--- src/rtl/l_buffer_single_load.sv ---
`default_nettype none
// +------------------------------------------------------------------------+
// | Module   : l_buffer_single_load                                        |
// | Purpose  : Preprocess loader. Routes one clause node per cycle to the  |
// |            selected engine and assembles 2*LIT_IDX_MAX literal         |
// |            pointers into a table handed out round-robin to engines.    |
// | Ports    : clock, reset (sync, active-high)                            |
// |            clause_in / load_clause_in  -> clause_out, clause_valid_out |
// |            ptr_in / load_ptr_in        -> ptr_out, ptr_valid_out       |
// |            load_change_engine_in (only with MULTI_ENGINE_EN)           |
// | Options  : MULTI_ENGINE_EN - enables engine selection across           |
// |            NUM_ENGINE engines; otherwise every strobe targets bit 0.   |
// | Revision : 1.0 - initial release                                       |
// +------------------------------------------------------------------------+
module l_buffer_single_load #(
  parameter int LIT_IDX_MAX = 4,
  parameter int CLA_LENGTH  = 3,
  parameter int NUM_ENGINE  = 2,
  parameter int CLQ_DEPTH   = 64,
  localparam int LIT_W      = $clog2(LIT_IDX_MAX) + 1,
  localparam int PTR_W      = $clog2(CLQ_DEPTH),
  localparam int NODE_W     = CLA_LENGTH * (LIT_W + PTR_W),
  localparam int TBL_N      = 2 * LIT_IDX_MAX
) (
  input  logic                    clock,
  input  logic                    reset,
  input  logic [NODE_W-1:0]       clause_in,
  input  logic [PTR_W-1:0]        ptr_in,
  input  logic                    load_clause_in,
  input  logic                    load_ptr_in,
`ifdef MULTI_ENGINE_EN
  input  logic                    load_change_engine_in,
`endif
  output logic [NODE_W-1:0]       clause_out,
  output logic [NUM_ENGINE-1:0]   clause_valid_out,
  output logic [TBL_N*PTR_W-1:0]  ptr_out,
  output logic [NUM_ENGINE-1:0]   ptr_valid_out
);

  localparam int C_SEL_W = (NUM_ENGINE > 1) ? $clog2(NUM_ENGINE) : 1;
  localparam int C_CNT_W = $clog2(TBL_N);

  logic [NODE_W-1:0]                r_clause;
  logic [NUM_ENGINE-1:0]            r_clause_valid;
  logic [TBL_N-1:0][PTR_W-1:0]      r_ptr;
  logic [NUM_ENGINE-1:0]            r_ptr_valid;
  logic [C_CNT_W-1:0]               r_cnt;

  logic [C_SEL_W-1:0]               w_cla_tgt;
  logic [C_SEL_W-1:0]               w_ptr_sel;
  logic                             w_last_slot;
  logic [NUM_ENGINE-1:0]            w_cla_onehot;
  logic [NUM_ENGINE-1:0]            w_ptr_onehot;

  assign w_last_slot  = (r_cnt == C_CNT_W'(TBL_N - 1));
  assign w_cla_onehot = NUM_ENGINE'(1) << w_cla_tgt;
  assign w_ptr_onehot = NUM_ENGINE'(1) << w_ptr_sel;

`ifdef MULTI_ENGINE_EN
  logic [C_SEL_W-1:0] r_cla_sel;
  logic [C_SEL_W-1:0] r_ptr_sel;

  function automatic logic [C_SEL_W-1:0] f_next_sel(input logic [C_SEL_W-1:0] i_sel);
    return (i_sel == C_SEL_W'(NUM_ENGINE - 1)) ? '0 : i_sel + C_SEL_W'(1);
  endfunction

  // A clause loaded together with an engine change already goes to the
  // new engine, so the target is derived combinationally from the request.
  assign w_cla_tgt = load_change_engine_in ? f_next_sel(r_cla_sel) : r_cla_sel;
  assign w_ptr_sel = r_ptr_sel;

  always_ff @(posedge clock) begin
    if (reset) begin
      r_cla_sel <= '0;
      r_ptr_sel <= '0;
    end else begin
      if (load_change_engine_in) begin
        r_cla_sel <= w_cla_tgt;
      end
      if (load_ptr_in && w_last_slot) begin
        r_ptr_sel <= f_next_sel(r_ptr_sel);
      end
    end
  end
`else
  // Single-engine build: both selectors are fixed at engine 0.
  assign w_cla_tgt = '0;
  assign w_ptr_sel = '0;
`endif

  always_ff @(posedge clock) begin
    if (reset) begin
      r_clause       <= '0;
      r_clause_valid <= '0;
      r_ptr          <= '0;
      r_ptr_valid    <= '0;
      r_cnt          <= '0;
    end else begin
      // Clause path: the strobe lasts exactly one cycle per load.
      r_clause_valid <= load_clause_in ? w_cla_onehot : '0;
      if (load_clause_in) begin
        r_clause <= clause_in;
      end

      // Pointer path: slots are overwritten in place, never cleared, so the
      // table is complete in ptr_out during the cycle the strobe is high.
      r_ptr_valid <= '0;
      if (load_ptr_in) begin
        r_ptr[r_cnt] <= ptr_in;
        if (w_last_slot) begin
          r_ptr_valid <= w_ptr_onehot;
          r_cnt       <= '0;
        end else begin
          r_cnt <= r_cnt + C_CNT_W'(1);
        end
      end
    end
  end

  assign clause_out       = r_clause;
  assign clause_valid_out = r_clause_valid;
  assign ptr_out          = r_ptr;
  assign ptr_valid_out    = r_ptr_valid;

endmodule
`default_nettype wire

--- config.mk ---
export PLATFORM = sky130hd
export DESIGN_NAME = l_buffer_single_load
export DESIGN_NICKNAME = d
export VERILOG_FILES = /design/src/rtl/l_buffer_single_load.sv
export SDC_FILE = /design/constraint.sdc
export NUM_CORES = 1
export LEC_CHECK = 0
export ABC_AREA = 1
export BUFFER_PORTS_ARGS = -buffer_cell sky130_fd_sc_hd__clkbuf_2
export CAP_MARGIN = 20
export CORE_UTILIZATION = 40
export CTS_CLUSTER_DIAMETER = 60
export DETAILED_ROUTE_END_ITERATION = 8
export GPL_TIMING_DRIVEN = 0
export PLACE_DENSITY = 0.71
export SLEW_MARGIN = 15
export SYNTH_ARGS = -nofsm -noshare
export SYNTH_HDL_FRONTEND = slang
export SYNTH_SLANG_ARGS = --single-unit
--- constraint.sdc ---
create_clock -name clock -period 1.3 [get_ports clock]
set_input_delay 0.195 -clock clock [delete_from_list [all_inputs] [get_ports clock]]
set_output_delay 0.195 -clock clock [all_outputs]
set_load 0.02 [all_outputs]
==> run_results.csv <==
group,metric,value,unit
power,switching_power,1.478,mW
setup_path,cpPeakStageDelay,0.40,ns
run,maxCapViolations,0,
sta,final.period_utilization,90.75,%
setup_path,timing.critical_path.max_delay_family,"flip-flops",
placed_design,placed_cell_area,3745,um^2
synthesis,yosys.area_share.xor_xnor,0,%
floorplanning,initial_core_util,41.70,%
floorplanning,design.portCount,116,
power,report.power.total,5.420,mW
routing,number_of_drc_markers_in_iteration_0,118,
setup_path,cp.arrival,1.43,ns
grt,grt_max_degree,14,
synthesis,synth-simple-area-share,35.57,%
routing,vias_per_cell,4.675,
sta,period_minus_slack,1.180,ns
sta,timing.final.ws_setup,0.1203,ns
power,seqPwrFrac,48.9,%
floorplanning,die_height,89.42,um
power,total_leakage_power,1.967,nW
clocking,number_of_clock_buffers_inserted_by_tritoncts,9,
floorplanning,core_area,7331,um^2
routing,wl_per_cell,11.37,um
setup_path,cell_with_the_largest_stage_delay_on_the_worst_path,"dfxtp_2",
sta,tightest_slew,0.5149,ns
final_layout,leading_cell_type_in_the_layout_fill_and_taps_excluded,"nor2_1",
setup_path,critical_path_buf_inv_count,2,
sta,fmax,847.6,MHz
power,vdd_drop_max,0.0007430,V
setup_path,cp-end-kind,"flop",
placed_design,detailedPlace.worstSlack,-0.02150,ns
synthesis,synth_compound_area_share,5.239,%
grt,globalRouteTotalUtil,19.04,%
routing,final_antenna_net_count,0,
status,run_status,"finished, final reports clean",
synthesis,synth_sequential_area_ratio,52.39,%
clocking,cts.sink_count,80,
final_layout,synthToLayoutAreaGrowth,30.45,%
setup_path,crit_chain,"inv_1 -> nor2_2 -> clkbuf_4 -> nand3_1 -> nand2_1 -> nor2_1",
grt,globalRouteOverflowTotal,0,
synthesis,synth_area,3057,um^2
power,p_int,3.942,mW
floorplanning,die_area,7995,um^2
final_layout,final_cell_area,3988,um^2
sta,setup_total_negative_slack,0,ns
clocking,cts.reportedPaths.clkPinSlew,0.08,ns
placed_design,number_of_buffers_added_on_ports,112,
setup_path,critical_path_required,1.55,ns
clocking,worst_skew_pair.late_latency,0.35,ns
sta,final_slew_violations,0,
synthesis,synth.avg_cell_area,7.295,um^2
sta,timing.clock.skew,0.007810,ns
synthesis,synth.ff_latch_count,80,
final_layout,stdcell_count,647,
final_layout,nets,582,
final_layout,insertedDiodeCount,0,
synthesis,post_synth_num_cell_types,20,
synthesis,synth_warnings,0,
grt,first_global_vias,2638,
setup_path,critical_path.max_fanout,10,
floorplanning,cell_row_count,31,
grt,antenna_violations_before_repair,0,
final_layout,layout-drive-gt1-share,28.83,%
sta,timing.slew.headroom,65.67,%
synthesis,post_synth_inst_count,419,
synthesis,synth_fa_ha_area_share,0.8187,%
final_layout,final_core_util,54.39,%
sta,timing.hold.ws,0.07019,ns
routing,dr_total_vias,3025,
power,p_clk_share,37.0,%
routing,sum_of_routed_wire_length_over_all_layers,7354,um
setup_path,path_class,"flop to flop",
sta,report.final.setup_viol,0,
routing,drc,0,
clocking,cts_hold_buf,0,
sta,hold_violation_total_from_the_final_report,0,
final_layout,final_cell_mix,"nor2_1 (155), clkbuf_2 (113), dfxtp_1 (77)",
min_path,timing.hold.worst.class,"input port to flop",
grt,grt_first_pass_wirelength,11630,um
clocking,ctsLongestPathBuffers,2,
clocking,root_buffer,"clkbuf_8",
placed_design,dp_hpwl,5425,um
placed_design,dpl.cell_count,631,
power,power.density,1359,nW/um^2
setup_path,setup.worst_path.start_class,"flop",
placed_design,globalplace.congestion,0.7635,
clocking,cts-resized-gates,0,
clocking,cts_max_level,3,
power,sw_frac_of_total,27.27,%
synthesis,dominant_combinational_cell_family_by_area_after_synthesis,"simple AND/OR/NAND/NOR gates",
clocking,cts_tree,"built",
power,power.combinational.fraction,14.1,%
clocking,cts.repair_timing.setup_buffer_count,0,
floorplanning,die-width,89.42,um
synthesis,muxShareOfSynthArea,0,%
routing,drt-pass1-iter-count,4,
sta,grt_setup_unrepaired,"false",
## power groups by stage
stage,registers [mW],logic (mW),clock network [mW]
6_report,2.65,0.763,2.01
5_1_grt,2.67,0.853,2.14
3_3_place_gp,2.70,0.749,0
2_1_floorplan,2.84,0.353,0
3_5_place_dp,2.70,0.759,0
4_1_cts,2.65,0.760,2.05
## area by class of cell
| type | count | area, um^2 |
|---|---|---|
| plain buffers | 22 | 126.4 |
| clock buffers | 13 | 178.9 |
| clock inverters | 3 | 46.29 |
| fillers | 706 | 3343 |
| inverters | 15 | 58.81 |
| multi-input cells | 303 | 1287 |
| flip-flops and latches | 80 | 1605 |
| well taps | 99 | 123.9 |
| repair buffers | 112 | 560.5 |
## metal layers
layer | share of wire, % | wire, um | GRT usage, %
met1 | 45 | 3328 | 22.85
met2 | 45 | 3332 | 31.99
met3 | 7.5 | 554 | 4.617
met4 | 1.9 | 138 | 9.235
met5 | 0 | 0 | 0
## path summary, 6_finish.rpt
path,startpoint,end,slack [ns],depth (start not counted)
worst max-delay path,r_cnt[2],ptr_out[32],0.12,6
worst min-delay path,clause_in[4],clause_out[4],0.07,3
worst max register to register,r_cnt[2],ptr_out[32],0.12,6
worst min register to register,ptr_out[18],ptr_out[18],0.49,2
## registers in the layout, summed over array words and instances (netlist names)
register / cells
clause_out: 27
ptr_valid_out: 1
ptr_out: 48
clause_valid_out: 1
r_cnt: 3
## cell families (layout without fill, tap and decap cells)
logic type / Yosys count / after routing
AND/OR/NAND/NOR: 267 / 267
flip-flops: 80 / 80
adder cells (fa/ha/maj): 2 / 2
other: 1 / 2
buffers and inverters: 37 / 165
AO/OA/AOI/OAI: 32 / 32
## worst min-delay path, stage by stage
cell	delay, ns
clkbuf_2	0.07
nor2_1	0.04
nor2_1	0.08
## synthesized netlist by cell type (all sizes together)
| library cell | instances | area share (%) |
|---|---|---|
| dfxtp | 80 | 52 |
| conb | 1 | 0.12 |
| nand3 | 42 | 6.9 |
| ha | 2 | 0.82 |
| nor3 | 2 | 0.33 |
| a21oi | 3 | 0.49 |
| nand2 | 60 | 7.6 |
| o21ai | 29 | 4.7 |
| buf | 16 | 3.2 |
| inv | 15 | 1.9 |
| clkbuf | 6 | 0.74 |
| nor2 | 163 | 21 |
Power figures use the tool's default switching activity.
